## src/rtl/rv_regfile_sb.sv

```systemverilog
// rv_regfile_sb: dual write-back register file with per-register pending-write scoreboard and PC; define RV_REGFILE_BYPASS_EN for same-cycle write-to-read bypass
module rv_regfile_sb #(
    parameter int XLEN = 32,
    parameter int NUM_REGS = 32,
    parameter int AW = $clog2(NUM_REGS),
    parameter int PEND_W = 2,
    parameter logic [XLEN-1:0] PC_INIT_ADDR = 32'h0000_0000
) (
    input  logic            clk,
    input  logic            rst_n,
    input  logic [AW-1:0]   rs1_addr,
    input  logic [AW-1:0]   rs2_addr,
    output logic [XLEN-1:0] rs1_data,
    output logic [XLEN-1:0] rs2_data,
    output logic            rs1_busy,
    output logic            rs2_busy,
    input  logic            iss_vld,
    input  logic [AW-1:0]   iss_rd,
    output logic            iss_rdy,
    input  logic            wba_en,
    input  logic [AW-1:0]   wba_addr,
    input  logic [XLEN-1:0] wba_data,
    input  logic            wbb_en,
    input  logic [AW-1:0]   wbb_addr,
    input  logic [XLEN-1:0] wbb_data,
    input  logic            pc_in_vld,
    input  logic [XLEN-1:0] pc_in,
    input  logic            pc_inc,
    output logic [XLEN-1:0] pc_out
);
    localparam int CW = PEND_W + 1;
    localparam logic [AW:0] NR = (AW + 1)'(NUM_REGS);
    logic [XLEN-1:0] regs [NUM_REGS];
    logic [PEND_W-1:0] cnt [NUM_REGS];
    logic [PEND_W-1:0] cnt_nxt [NUM_REGS];
    logic [NUM_REGS-1:0] uf;
    logic [XLEN-1:0] pc;
    function automatic logic ok(input logic [AW-1:0] a);
        return a != '0 && {1'b0, a} < NR;
    endfunction
    function automatic logic [CW-1:0] dec_of(input logic [AW-1:0] a);
        return CW'(wba_en && ok(a) && wba_addr == a) + CW'(wbb_en && ok(a) && wbb_addr == a);
    endfunction
    function automatic logic [CW-1:0] sum_of(input int r);
        return {1'b0, cnt[r]} + CW'(iss_vld && iss_rdy && r != 0 && iss_rd == AW'(r));
    endfunction
    function automatic logic [XLEN-1:0] rd_data(input logic [AW-1:0] a);
`ifdef RV_REGFILE_BYPASS_EN
        return !ok(a) ? '0 : (wbb_en && wbb_addr == a) ? wbb_data : (wba_en && wba_addr == a) ? wba_data : regs[a];
`else
        return ok(a) ? regs[a] : '0;
`endif
    endfunction
    function automatic logic rd_busy(input logic [AW-1:0] a);
`ifdef RV_REGFILE_BYPASS_EN
        return ok(a) && {1'b0, cnt[a]} > dec_of(a);
`else
        return ok(a) && cnt[a] != '0;
`endif
    endfunction
    assign rs1_data = rd_data(rs1_addr);
    assign rs2_data = rd_data(rs2_addr);
    assign rs1_busy = rd_busy(rs1_addr);
    assign rs2_busy = rd_busy(rs2_addr);
    assign iss_rdy  = !ok(iss_rd) || cnt[iss_rd] != '1;
    assign pc_out   = pc;
    // underflow clamps at zero; the write itself still lands
    always_comb
        for (int r = 0; r < NUM_REGS; r++) begin
            uf[r] = sum_of(r) < dec_of(AW'(r));
            cnt_nxt[r] = uf[r] ? '0 : PEND_W'(sum_of(r) - dec_of(AW'(r)));
        end
    always_ff @(posedge clk or negedge rst_n)
        if (!rst_n) begin
            for (int r = 0; r < NUM_REGS; r++) begin
                regs[r] <= '0;
                cnt[r] <= '0;
            end
            pc <= PC_INIT_ADDR;
        end else begin
            for (int r = 0; r < NUM_REGS; r++) begin
                cnt[r] <= cnt_nxt[r];
                regs[r] <= (wbb_en && ok(wbb_addr) && wbb_addr == AW'(r)) ? wbb_data :
                           (wba_en && ok(wba_addr) && wba_addr == AW'(r)) ? wba_data : regs[r];
            end
            pc <= pc_in_vld ? pc_in : pc_inc ? pc + XLEN'(4) : pc;
        end
    assert property (@(posedge clk) disable iff (!rst_n) uf == '0);
endmodule

```

## config.mk

```make
export PLATFORM = sky130hd
export DESIGN_NAME = rv_regfile_sb
export DESIGN_NICKNAME = d
export VERILOG_FILES = /design/src/rtl/rv_regfile_sb.sv
export SDC_FILE = /design/constraint.sdc
export NUM_CORES = 2
export LEC_CHECK = 0
export ABC_AREA = 0
export ABC_CLOCK_PERIOD_IN_PS = 9000
export BUFFER_PORTS_ARGS = -buffer_cell sky130_fd_sc_hd__clkbuf_2
export CORE_MARGIN = 3
export CORE_UTILIZATION = 50
export CTS_CLUSTER_DIAMETER = 30
export DETAILED_ROUTE_END_ITERATION = 7
export GPL_ROUTABILITY_DRIVEN = 0
export MAX_ROUTING_LAYER = met4
export PLACE_DENSITY = 0.77
export SKIP_CTS_REPAIR_TIMING = 1
export SLEW_MARGIN = 30
export SYNTH_ARGS = -nofsm -noshare
export SYNTH_HDL_FRONTEND = slang
export SYNTH_SLANG_ARGS = --single-unit
```

## constraint.sdc

```tcl
create_clock -name clk -period 9 [get_ports clk]
set_input_delay 1.8 -clock clk [delete_from_list [all_inputs] [get_ports clk]]
set_output_delay 1.8 -clock clk [all_outputs]
set_load 0.02 [all_outputs]
```

==> summary.md <==
| Metric | Value |
|---|---|
| Layout area overhead | `15.9%` |
| Crit path largest cell delay | `0.80 ns` |
| Mux contribution to synthesized area | `0.333` |
| Arrival @ worst endpoint | `4.86 ns` |
| Critical Path Sink Type | `primary output` |
| Total CTS buffers | `241` |
| Net Count, Synth | `6863` |
| Gr busiest metal | `met2` |
| Initial antenna violation count | `34` |
| Most common cell after layout, fill and taps aside | `dfrtp_1` |
| Initial DRC Count | `9643` |
| Core area | `140000 sq um` |
| Netlist cell types | `54` |
| Cell Chain, Critical Path | `clkbuf_2 > nor2b_4 > buf_4 > a22oi_1 > a31oi_1 > clkbuf_2` |
| Initial Util | `0.505` |
| Skew-Pair Late Insertion Delay | `0.89 ns` |
| Post-synth top flop | `dfrtp_1` |
| DRT Pass-1 Iters | `8` |
| Chip Height | `382 microns` |
| Largest net degree at the start of global routing | `174` |
| Seq/Total Area, Yosys | `0.396` |
| Hold Fails Final Rpt | `0` |
| RSZ-0062 raised after global routing | `false` |
| Failing checks | `design-rule violations` |
| Setup_tns | `0 ns` |
| F_max | `150 MHz` |
| Synth Area in Compound Gates | `0.102` |
| Pwr Density | `260 nW/um^2` |
| Synth Area in Adders | `0.0309` |
| Clock root buffer | `clkbuf_16` |
| Synthesized cell area | `70700 sq um` |
| Drt via density | `6.98` |
| Worst Hold Class | `reg2reg` |
| ANT nets after route | `0` |
| Status | `finished with violations` |
| Simple-gate share of the synthesized area | `0.0820` |
| Met1 usage | `0.436` |
| Drt total wl | `266000 microns` |
| Nets | `6696` |
| DP Area | `72700 sq um` |
| Critical-path maximum fanout | `19` |
| Top-Level Pins | `227` |
| Leak | `0.0370 uW` |
| Gr usage total | `0.369` |
| CP required | `7.20 ns` |
| Xor/xnor share of the synthesized area | `0.00731` |
| Mean Syn Cell Area | `10.7 sq um` |
| Slowest cell on crit path | `nor2b_4` |
| Rel. slew slack | `0.253` |
| Yosys warning total | `0` |
| Number of fillers in the final layout | `10722` |
| H-Tree Depth | `4` |
| Design Area, Final | `81900 sq um` |
| Worst-Margin Slew | `1.12 ns` |
| CTS Sinks | `1118` |
| Worst-path clk slew | `0.05 ns` |
| Die area | `146000 sq um` |
| CTS tree | `yes` |
| Final setup viols | `0` |
| Grt ovf | `0` |
| Worst setup SP type | `input pin` |
| Critical path class | `in2out` |
| EDFF count, synth | `0` |
| Multi-input gate area | `39800 sq um` |
| Clock Tree Buf Depth | `3` |
| First-pass GRT wire length | `389000 microns` |
| Pins Over Slew Limit | `0` |
| Clock skew | `0.0913 ns` |
| Tmin final | `6.66 ns` |
| Crit share post-route | `0.740` |
| Max-cap viol count | `0` |
| Commonest non-fill, non-tap cells in the layout | `dfrtp_1 (1118), mux2i_1 (1091), nand2_1 (662)` |
| Seq. cell area | `28000 sq um` |
| Grt met2 use | `0.503` |
| Vias in the first global route | `59440` |
| Chip width | `382 microns` |
| Hpwl dp | `147000 microns` |
| Worst path most repeated cell | `clkbuf_2` |
| Main combinational cell family by area after synthesis | `multiplexers` |
| Async set-reset flop share out of synthesis | `1.00` |
| Gate Count Post-Synth | `6579` |
| Port bufs | `226` |
| Peak supply drop | `0.000189 V` |
| Wire length per cell | `31.2 microns` |
| Via count | `59652` |
| Detailed-route DRC error count | `6` |
| Num rows | `137` |
| Flops & latches, synth | `1118` |
| M3 GR Usage | `0.172` |
| Layout cells sized above 1 | `0.215` |
cell usage after synthesis, types with 2 or more instances:
cell | instances | area [sq um]
a21oi_1 | 407 | 2040
nand4_1 | 11 | 68.8
o21ai_0 | 612 | 3060
buf_4 | 7 | 52.6
nor2_1 | 517 | 1940
and2_1 | 37 | 231
o22ai_1 | 64 | 400
a31oi_1 | 33 | 206
mux2_2 | 4 | 45.0
and3_1 | 4 | 25.0
mux2i_1 | 1091 | 10900
inv_1 | 103 | 387
a211oi_1 | 21 | 158
o31a_1 | 2 | 17.5
a211o_1 | 34 | 298
ha_1 | 125 | 1560
buf_2 | 170 | 851
nand2_1 | 683 | 2560
buf_1 | 33 | 124
or2_2 | 3 | 18.8
a21o_1 | 32 | 240
mux4_2 | 559 | 12600
clkbuf_1 | 548 | 2060
nor2b_1 | 17 | 106
nor3b_1 | 11 | 82.6
fa_1 | 31 | 621
nor3_1 | 53 | 265
a2111oi_0 | 6 | 52.6
xor2_1 | 8 | 70.1
dfrtp_1 | 1118 | 28000
xnor2_1 | 51 | 447
nand2b_1 | 14 | 87.6
o21ai_1 | 26 | 130
nor4_1 | 22 | 138
a22oi_1 | 68 | 510
and3b_1 | 2 | 17.5
nand3_1 | 30 | 150
or3_1 | 6 | 37.5
kinds of logic after synthesis:
group	after synthesis
xor gates and xnor gates	59
muxes	1654
adders and majority gates	156
and+or+nand+nor	1417
DFF	1118
buffers and inverters	861
AOI/OAI and AO/OA	1314
path summary, 6_finish.rpt:
kind	to	slack [ns]	from	cells past startpoint
setup reg to reg	cnt[57]$_DFF_PN0_	5.57	cnt[51]$_DFF_PN0_	8
hold reg to reg	regs[1002]$_DFFE_PN0P_	0.40	regs[1002]$_DFFE_PN0P_	0
hold / removal	regs[1002]$_DFFE_PN0P_	0.40	regs[1002]$_DFFE_PN0P_	0
setup / recovery	rs2_data[1]	2.34	rs2_addr[3]	6
min in group asynchronous	regs[192]$_DFFE_PN0P_	0.87	rst_n	1
max in group asynchronous	regs[86]$_DFFE_PN0P_	6.02	rst_n	4
final cells by class:
type	instances	area share
Clock buffer	290	0.0791
Antenna cell	44	0.00134
Inverter	103	0.00472
Clock inverter	163	0.0294
Multi-Input combinational cell	4600	0.485
Sequential cell	1118	0.341
Tap cell	1876	0.0286
Timing Repair Buffer	348	0.0299
stage by stage:
stage                     cells  total power, uW  utilization  hold WS, ns  setup WS [ns]
after floorplan            6579            10200            -        0.441           3.52
after global placement     8037            11300        0.520        0.377           2.41
after detailed placement   8039            11500        0.520        0.382           2.38
after CTS                  8492            21100        0.584        0.394           2.37
after global routing       8537            22000        0.586        0.404           2.20
final                      8542            21300        0.586        0.396           2.34
critical path: cells and delay by family:
kind	cells	cell delay, ns
buffers and inverters	3	1.33
AOI/OAI and AO/OA	2	0.89
and+or+nand+nor	1	0.80
flip-flops by register name, indices dropped and copies added (netlist names):
register,cells
regs,1024
pc_out,32
cnt,62
power breakdown:
part	leakage, uW	total (uW)	internal (uW)	switching [uW]
logic	0.0189	4320	2230	2090
registers	0.0138	7410	6300	1100
clock network	0.00423	9550	6340	3210
layer usage:
| metal | share of wire | wire length, microns |
|---|---|---|
| met3 | 0.17 | 44000 |
| met1 | 0.34 | 89800 |
| met2 | 0.42 | 111000 |
| met4 | 0.080 | 21300 |
| met5 | 0 | 0 |
Note: power is estimated with default switching activity, not from simulation.
